**config.mk**
```make
export PLATFORM = sky130hd
export DESIGN_NAME = char_plotter
export DESIGN_NICKNAME = d
export VERILOG_FILES = /design/src/rtl/char_plotter.sv
export SDC_FILE = /design/constraint.sdc
export NUM_CORES = 1
export LEC_CHECK = 0
export ABC_AREA = 0
export BUFFER_PORTS_ARGS = -buffer_cell sky130_fd_sc_hd__buf_2
export CAP_MARGIN = 20
export CORE_ASPECT_RATIO = 1.4
export CORE_MARGIN = 8
export CORE_UTILIZATION = 32
export DETAILED_ROUTE_END_ITERATION = 10
export HOLD_SLACK_MARGIN = 0.02
export PLACE_DENSITY = 0.62
export RECOVER_POWER = 25
export SLEW_MARGIN = 20
export SYNTH_ARGS = -nofsm -noshare
export SYNTH_HDL_FRONTEND = slang
export SYNTH_SLANG_ARGS = --single-unit
```
**constraint.sdc**
```tcl
create_clock -name clk -period 2.3 [get_ports clk]
set_input_delay 0.115 -clock clk [delete_from_list [all_inputs] [get_ports clk]]
set_output_delay 0.115 -clock clk [all_outputs]
set_load 0.03 [all_outputs]
```
**src/rtl/char_plotter.sv**
```systemverilog
// Glyph rasteriser: sweeps a CHAR_W x CHAR_H box, queries the char decoder and
// emits lit pixels as valid/ready plot writes. Optional macro: CLEAR_BG_EN.
module char_plotter #(
    parameter int           CHAR_W    = 8,
    parameter int           CHAR_H    = 10,
    parameter logic [5:0]   BG_COLOUR = 6'b000000
) (
    input  logic        clk,
    input  logic        resetn,
    input  logic        start,
    input  logic [7:0]  origin_x,
    input  logic [7:0]  origin_y,
    output logic [7:0]  char_x,
    output logic [7:0]  char_y,
    output logic [7:0]  flush_x,
    output logic [7:0]  flush_y,
    input  logic        glyph_en,
    input  logic [5:0]  glyph_colour,
    output logic        plot,
    input  logic        plot_ready,
    output logic [7:0]  plot_x,
    output logic [7:0]  plot_y,
    output logic [5:0]  plot_colour,
    output logic        busy,
    output logic        done
);

    typedef enum logic [1:0] {
        IDLE  = 2'd0,
        SCAN  = 2'd1,
        DRAIN = 2'd2,
        FIN   = 2'd3
    } state_t;

    localparam logic [7:0] LAST_X = 8'(CHAR_W - 1);
    localparam logic [7:0] LAST_Y = 8'(CHAR_H - 1);

    state_t      state_r;
    logic [7:0]  dx_r;
    logic [7:0]  dy_r;
    logic [7:0]  char_x_r;
    logic [7:0]  char_y_r;
    logic        plot_r;
    logic [7:0]  plot_x_r;
    logic [7:0]  plot_y_r;
    logic [5:0]  plot_colour_r;
    logic        busy_r;
    logic        done_r;

    logic        free_s;
    logic        pix_on_s;
    logic [5:0]  colour_s;
    logic [7:0]  flush_x_s;
    logic [7:0]  flush_y_s;

    assign flush_x_s   = char_x_r + dx_r;
    assign flush_y_s   = char_y_r + dy_r;
    // Output slot can take a new pixel when empty or being consumed this cycle.
    assign free_s      = !plot_r || plot_ready;

    assign char_x      = char_x_r;
    assign char_y      = char_y_r;
    assign flush_x     = flush_x_s;
    assign flush_y     = flush_y_s;
    assign plot        = plot_r;
    assign plot_x      = plot_x_r;
    assign plot_y      = plot_y_r;
    assign plot_colour = plot_colour_r;
    assign busy        = busy_r;
    assign done        = done_r;

    // Decide whether the current box pixel produces a write and with which colour.
    always_comb begin
`ifdef CLEAR_BG_EN
        pix_on_s = 1'b1;
`else
        pix_on_s = glyph_en;
`endif
        if (glyph_en) begin
            colour_s = glyph_colour;
        end else begin
            colour_s = BG_COLOUR;
        end
    end

    // Control FSM with the plot output register and scan counters.
    always_ff @(posedge clk or negedge resetn) begin
        if (!resetn) begin
            state_r       <= IDLE;
            dx_r          <= 8'd0;
            dy_r          <= 8'd0;
            char_x_r      <= 8'd0;
            char_y_r      <= 8'd0;
            plot_r        <= 1'b0;
            plot_x_r      <= 8'd0;
            plot_y_r      <= 8'd0;
            plot_colour_r <= 6'd0;
            busy_r        <= 1'b0;
            done_r        <= 1'b0;
        end else begin
            case (state_r)
                IDLE: begin
                    done_r <= 1'b0;
                    if (start) begin
                        char_x_r <= origin_x;
                        char_y_r <= origin_y;
                        dx_r     <= 8'd0;
                        dy_r     <= 8'd0;
                        busy_r   <= 1'b1;
                        state_r  <= SCAN;
                    end
                end
                SCAN: begin
                    if (free_s) begin
                        if (pix_on_s) begin
                            plot_r        <= 1'b1;
                            plot_x_r      <= flush_x_s;
                            plot_y_r      <= flush_y_s;
                            plot_colour_r <= colour_s;
                        end else begin
                            plot_r <= 1'b0;
                        end
                        if (dx_r == LAST_X) begin
                            dx_r <= 8'd0;
                            dy_r <= dy_r + 8'd1;
                            if (dy_r == LAST_Y) begin
                                state_r <= DRAIN;
                            end
                        end else begin
                            dx_r <= dx_r + 8'd1;
                        end
                    end
                end
                DRAIN: begin
                    if (free_s) begin
                        plot_r  <= 1'b0;
                        busy_r  <= 1'b0;
                        done_r  <= 1'b1;
                        state_r <= FIN;
                    end
                end
                FIN: begin
                    done_r  <= 1'b0;
                    busy_r  <= 1'b0;
                    state_r <= IDLE;
                end
                default: begin
                    plot_r  <= 1'b0;
                    busy_r  <= 1'b0;
                    done_r  <= 1'b0;
                    state_r <= IDLE;
                end
            endcase
        end
    end

endmodule

```
* Word-level counts from Yosys, hierarchy flattened
Cells that the tools add are included.
** Storage, ports and cells
- Flip-flop bits (word level) :: 59
- Bits of input ports :: 27
- Output and inout bits :: 57
** Cells by class
- Add/sub/neg operators :: 4
- Equal/unequal tests :: 10
- Mux-type cells :: 21
- Reduce and logical (&&, ||, !) cells :: 16
** Operators by type and width (number)
- two-way mux 8 bit :: 5
- case mux 8 bit (2 select lines) :: 2
- adder 8 x 1 -> 8 bit, second input constant :: 2
- adder 8 bit :: 2
- AND reduction 3 bit :: 4
- two-way mux 2 bit :: 5
- inequality test 2 bit, second input constant :: 5
- == test 8 x 3 -> 1 bit, second input constant :: 1
- == test 8 x 4 -> 1 bit, second input constant :: 1
- case mux 2 bit (4 select lines) :: 1
- nonzero test 2 bit :: 3
- two-way mux 1 bit :: 5
- AND reduction 5 bit :: 1
- == test 2 bit, second input constant :: 2
- case mux 1 bit (2 select lines) :: 2
- AND reduction 2 bit :: 2
- AND reduction 4 bit :: 1
- case mux 1 bit (3 select lines) :: 1
- nonzero test 3 bit :: 1
- == test 2 x 1 -> 1 bit, second input constant :: 1
- logical NOT 2 bit :: 1
- OR reduction 2 bit :: 1
- logical NOT 1 bit :: 1
- logical OR 1 bit :: 1

* Logic depth before layout (Yosys ltp)
- Word-level depth :: 5
- Gate-level depth with buffers :: 8
- Depth with buffers taken out :: 8

* Worst setup path after synthesis
OpenSTA, ideal clock, no wires.
- Path kind :: reg2reg
- Start :: register char_x_r[0], in the netlist char_x[0]
- End :: register plot_x_r[4], in the netlist plot_x[4]
- Library setup time :: 0.068 ns
- Arrival time :: 2.185 ns
- Required time :: 2.232 ns
- Setup slack :: 0.047 ns
- Cell stages (with the launch flop) :: 8
- Buffers on the path :: 0
- Period minus slack after synthesis :: 2.253 ns
- Cells stage by stage :: dfrtp_1 > ha_1 > inv_1 > fa_1 > nor2b_1 > o21ai_0 > a21oi_1 > mux2_2
** On the way
- Word-level cells in the longest chain between the ends :: 1
** Ends and longest elaborated chain
- start: declaration :: line 41 : logic [7:0] char_x_r;
- start signal: assignment :: line 105 : char_x_r <= origin_x;
- adder 8 bit :: line 56 : assign flush_x_s = char_x_r + dx_r;
- named net flush_x[4] :: line 15 : output logic [7:0] flush_x,
- end signal: assignment :: line 117 : plot_x_r <= flush_x_s;
- end: declaration :: line 44 : logic [7:0] plot_x_r;
The timed path passes the listed nets, and every way through them passes these cells.
A chain may end at the register's enable or synchronous reset.

* Worst setup path in the final report
- Start :: register dx_r[0]
- End :: output flush_x[6]
** On the way
- Word-level cells in the longest chain between the ends :: 1
** Ends and longest elaborated chain
- start: declaration :: line 39 : logic [7:0] dx_r;
- start signal: assignment :: line 130 : dx_r <= dx_r + 8'd1;
- adder 8 bit :: line 56
- end: declaration :: line 15
Every way passes these cells.

==> flow_summary_export.csv <==
group,metric,value,unit
sta,fin_crit,2.255,ns
synthesis,netlist_top_cells_area,"dfrtp_1 46%, mux2_2 12%, ha_1 8.3%, xor2_1 3.3%, nor2_1 2.8%",
synthesis,synth_warnings,0,
synthesis,synthFlopType,"dfrtp_1",
worst_setup_path,critical-path-max-stage-delay,0.38,ns
pwr,power.density,1607,mW/mm^2
worst_setup_path,crit_type,"reg2out",
worst_setup_path,r2r_slack,0.29,ns
cells_and_area,nets,449,
synthesis,synthXorXnorAreaFrac,5.503,%
worst_hold_path,hp-class,"in2reg",
synthesis,synthArstFlopShare,100.0,%
sta,hold_violations,0,
synthesis,syn_nets,334,
sta,max_slew.worst_pin.slew,1.448,ns
placement,dp_hpwl,5815,um
global_routing,grt_pass1_wl,12770,um
routing,postRouteAntennaNets,0,
cells_and_area,syn_to_final_growth,35.42,%
floorplan,rows,43,
global_routing,grt_antenna_before_repair,0,
global_routing,grt_pass1_vias,2648,
global_routing,grt_usage,12.13,%
clocking,cts_tree,"built",
clocking,cts_buffer_depth,2,
synthesis,synth_mux_area_share,13.76,%
synthesis,post_synth_instance_area,0.003183,mm^2
routing,wl_met3,429,um
synthesis,yosys.area_share.simple,11.60,%
routing,drt_first_pass_iters,4,
sta,setup_viol,0,
sta,slew_headroom,3.469,%
worst_hold_path,hp-start,"origin_y[5]",
synthesis,synth_top_family_by_area,"multiplexers",
clocking,root_buffer,"clkbuf_16",
synthesis,syn_area_per_cell,11.21,um^2
global_routing,grt-ovfl-total,0,
sta,grt_setup_unrepaired,"yes",
routing,vias_per_cell,4.728,
floorplan,coreArea,0.009792,mm^2
worst_hold_path,worstHoldPathCells,2,
sta,slew_viol_final,0,
synthesis,ys_ff_latch,59,
clocking,cts_sinks,59,
synthesis,synth-adder-area-share,9.513,%
floorplan,die_w,100.3,um
placement,gp_congestion,0.7927,
floorplan,die-area,0.01344,mm^2
synthesis,ys_seq_area_share,46.38,%
synthesis,synth_compound_area_share,10.61,%
synthesis,synth_largest_area_cell,"dfrtp_1",
worst_setup_path,r2r-end,"state_r[1]$_DFFE_PN0P_",
run,max-cap-violations,0,
placement,port_buffers,83,
routing,drt-met1-wl,3136,um
cells_and_area,antenna_cells,0,
routing,dr.first_iter.drc_count,83,
routing,top_layer_used,"met4",
routing,post_drt_wl_per_cell,14.57,um
floorplan,initial_core_util,32.51,%
routing,met2_length,4087,um
worst_setup_path,crit_path_cell_trace,"ha_2 > inv_2 > fa_2 > nor2b_2 > o31a_1 > o21a_1 > o21a_1 > nor2_1 > buf_4",
status,status,"complete, no violations",
routing,vias,2539,
worst_hold_path,whs_endpoint,"char_y[5]$_DFFE_PN0P_",
floorplan,die_h,134.0,um
routing,drc,0,
floorplan,io_pins,84,
worst_setup_path,crit_slowest_cell,"dfrtp_1",
pwr,max-vdd-ir-drop,0.0006476,V
worst_setup_path,cp.required,2.18,ns
synthesis,synth.distinct_cells,44,
routing,wl,7823,um
sta,max_freq,443.4,MHz
worst_setup_path,startpoint_type,"register",
cells_and_area,fillers,953,
clocking,numCtsBuffers,9,
worst_setup_path,worst_r2r_path_depth,5,
sta,fin_crit_sh,98.05,%
pwr,power,6.928,mW
clocking,clk_latency,0.33,ns
worst_setup_path,crit_fanout,3,
clocking,clkTransAtPathRegs,0.05,ns
clocking,htree_levels,3,
sta,holdWs,0.02839,ns
synthesis,synth_edf_count,0,
worst_setup_path,r2r_start,"dx_r[5]$_DFFE_PN0P_",
pwr,leakagePower,1.953,nW
synthesis,synth_cells,284,
synthesis,synth_top_area_share,46.38,%
worst_setup_path,cp.arrival,2.14,ns
global_routing,grt_max_degree,60,
sta,finClkSkew,0.008562,ns
worst_setup_path,worstSetupEndpointType,"output pin",
worst_setup_path,timing.critical_path.mode_cell,"o21a_1",
cells_and_area,drive_gt1_share,31.09,%
==> power by group <==
group	internal (mW)	total (mW)	leakage (nW)	switching (mW)
sequential	1.46	1.78	0.733	0.320
combinational	1.36	3.80	1.07	2.44
clock	0.911	1.35	0.151	0.435
total	3.73	6.93	1.95	3.20
==> area by class of cell <==
cell class	count	area [um^2]	area share, %
multi-input cells	205	1698	39.39
flip-flops and latches	59	1479	34.31
repair buffers	110	610.6	14.17
clock buffers	12	266.5	6.183
well taps	135	168.9	3.919
inverters	14	52.55	1.219
clock inverters	2	35.03	0.8128
==> timing repair <==
item,in CTS,in global routing
endpoints found under the hold margin,72,0
cloned,0,0
buffers inserted,1,2
pin swaps,1,9
hold buffers,14,0
gates resized for setup,8,15
setup endpoints to repair,4,5
==> synthesized netlist by cell type, drive strengths merged, types with 3 or more instances <==
library cell  instances
dfrtp                59
mux2                 35
nor2                 24
ha                   21
o21ai                15
inv                  14
nand2                13
xor2                 12
nand3                11
a21oi                 9
xnor2                 8
o21a                  6
and3                  4
clkbuf                4
mux2i                 4
nand4                 4
nor2b                 4
a211oi                3
nor3                  3
o31ai                 3
==> sequential cells by signal (all words and copies together) (netlist names) <==
name	count
done	1
plot	1
busy	1
plot_y	8
dx_r	8
char_y	8
char_x	8
dy_r	8
plot_x	8
plot_colour	6
state_r	2
==> cells in the final DEF (no fill, tap or decap), types with 6 or more instances in the layout <==
master | Yosys | final
a21oi_1 | 9 | 9
buf_2 | 1 | 39
buf_4 | 0 | 15
clkbuf_1 | 4 | 40
clkbuf_16 | 0 | 9
dfrtp_1 | 59 | 57
dlygate4sd3_1 | 0 | 14
ha_1 | 21 | 17
inv_1 | 14 | 12
mux2_2 | 34 | 34
nand2_1 | 13 | 13
nand3_1 | 11 | 11
nor2_1 | 24 | 24
o21a_1 | 6 | 6
o21ai_0 | 14 | 13
xnor2_1 | 8 | 8
xor2_1 | 12 | 12
==> worst max path at each step <==
stage                                from                     end  slack, ns  depth (start not counted)
CTS                 char_x[0]$_DFFE_PN0P_              flush_x[6]      -0.03                          9
detailed placement    dx_r[5]$_DFFE_PN0P_  state_r[1]$_DFFE_PN0P_       0.25                          5
global route          dx_r[0]$_DFFE_PN0P_              flush_x[6]      -0.08                          9
floorplan           char_x[0]$_DFFE_PN0P_   plot_x[4]$_DFFE_PN0P_       0.05                          7
global placement      dx_r[5]$_DFFE_PN0P_  state_r[1]$_DFFE_PN0P_       0.28                          5
finish                dx_r[0]$_DFFE_PN0P_              flush_x[6]       0.04                          9
==> per-layer routing <==
metal,vias to the layer above,global-route usage (%)
met1,1229,12.48
met3,11,3.734
met2,59,21.30
met5,-,0
li1,1240,-
met4,0,6.582
==> kinds of logic after synthesis <==
kind of cell | count (synthesis)
compound gates | 49
buf+inv | 20
fa+ha+maj | 23
xor+xnor | 20
flops | 59
simple gates | 74
mux | 39
==> critical path, delay by kind of cell (launching register included) <==
| kind | cells | cell delay, ns |
|---|---|---|
| buffers and inverters | 2 | 0.23 |
| adders and majority gates | 2 | 0.42 |
| AOI/OAI and AO/OA | 3 | 0.64 |
| and+or+nand+nor | 2 | 0.13 |
| DFF | 1 | 0.38 |
==> metrics by stage <==
step                setup WS (ns)  TNS [ns]  utilization [%]  instance area (um^2)  std cells
detailed placement         0.2508         0            38.92                  3811        506
global route             -0.07772   -0.1370            44.02                  4310        537
floorplan                 0.04695         0                -                  3183        284
finish                    0.04477         0            44.02                  4310        537
CTS                      -0.03262  -0.03262            43.74                  4283        535
global placement           0.2775         0            38.92                  3811        506
Power figures use the tool's default switching activity.
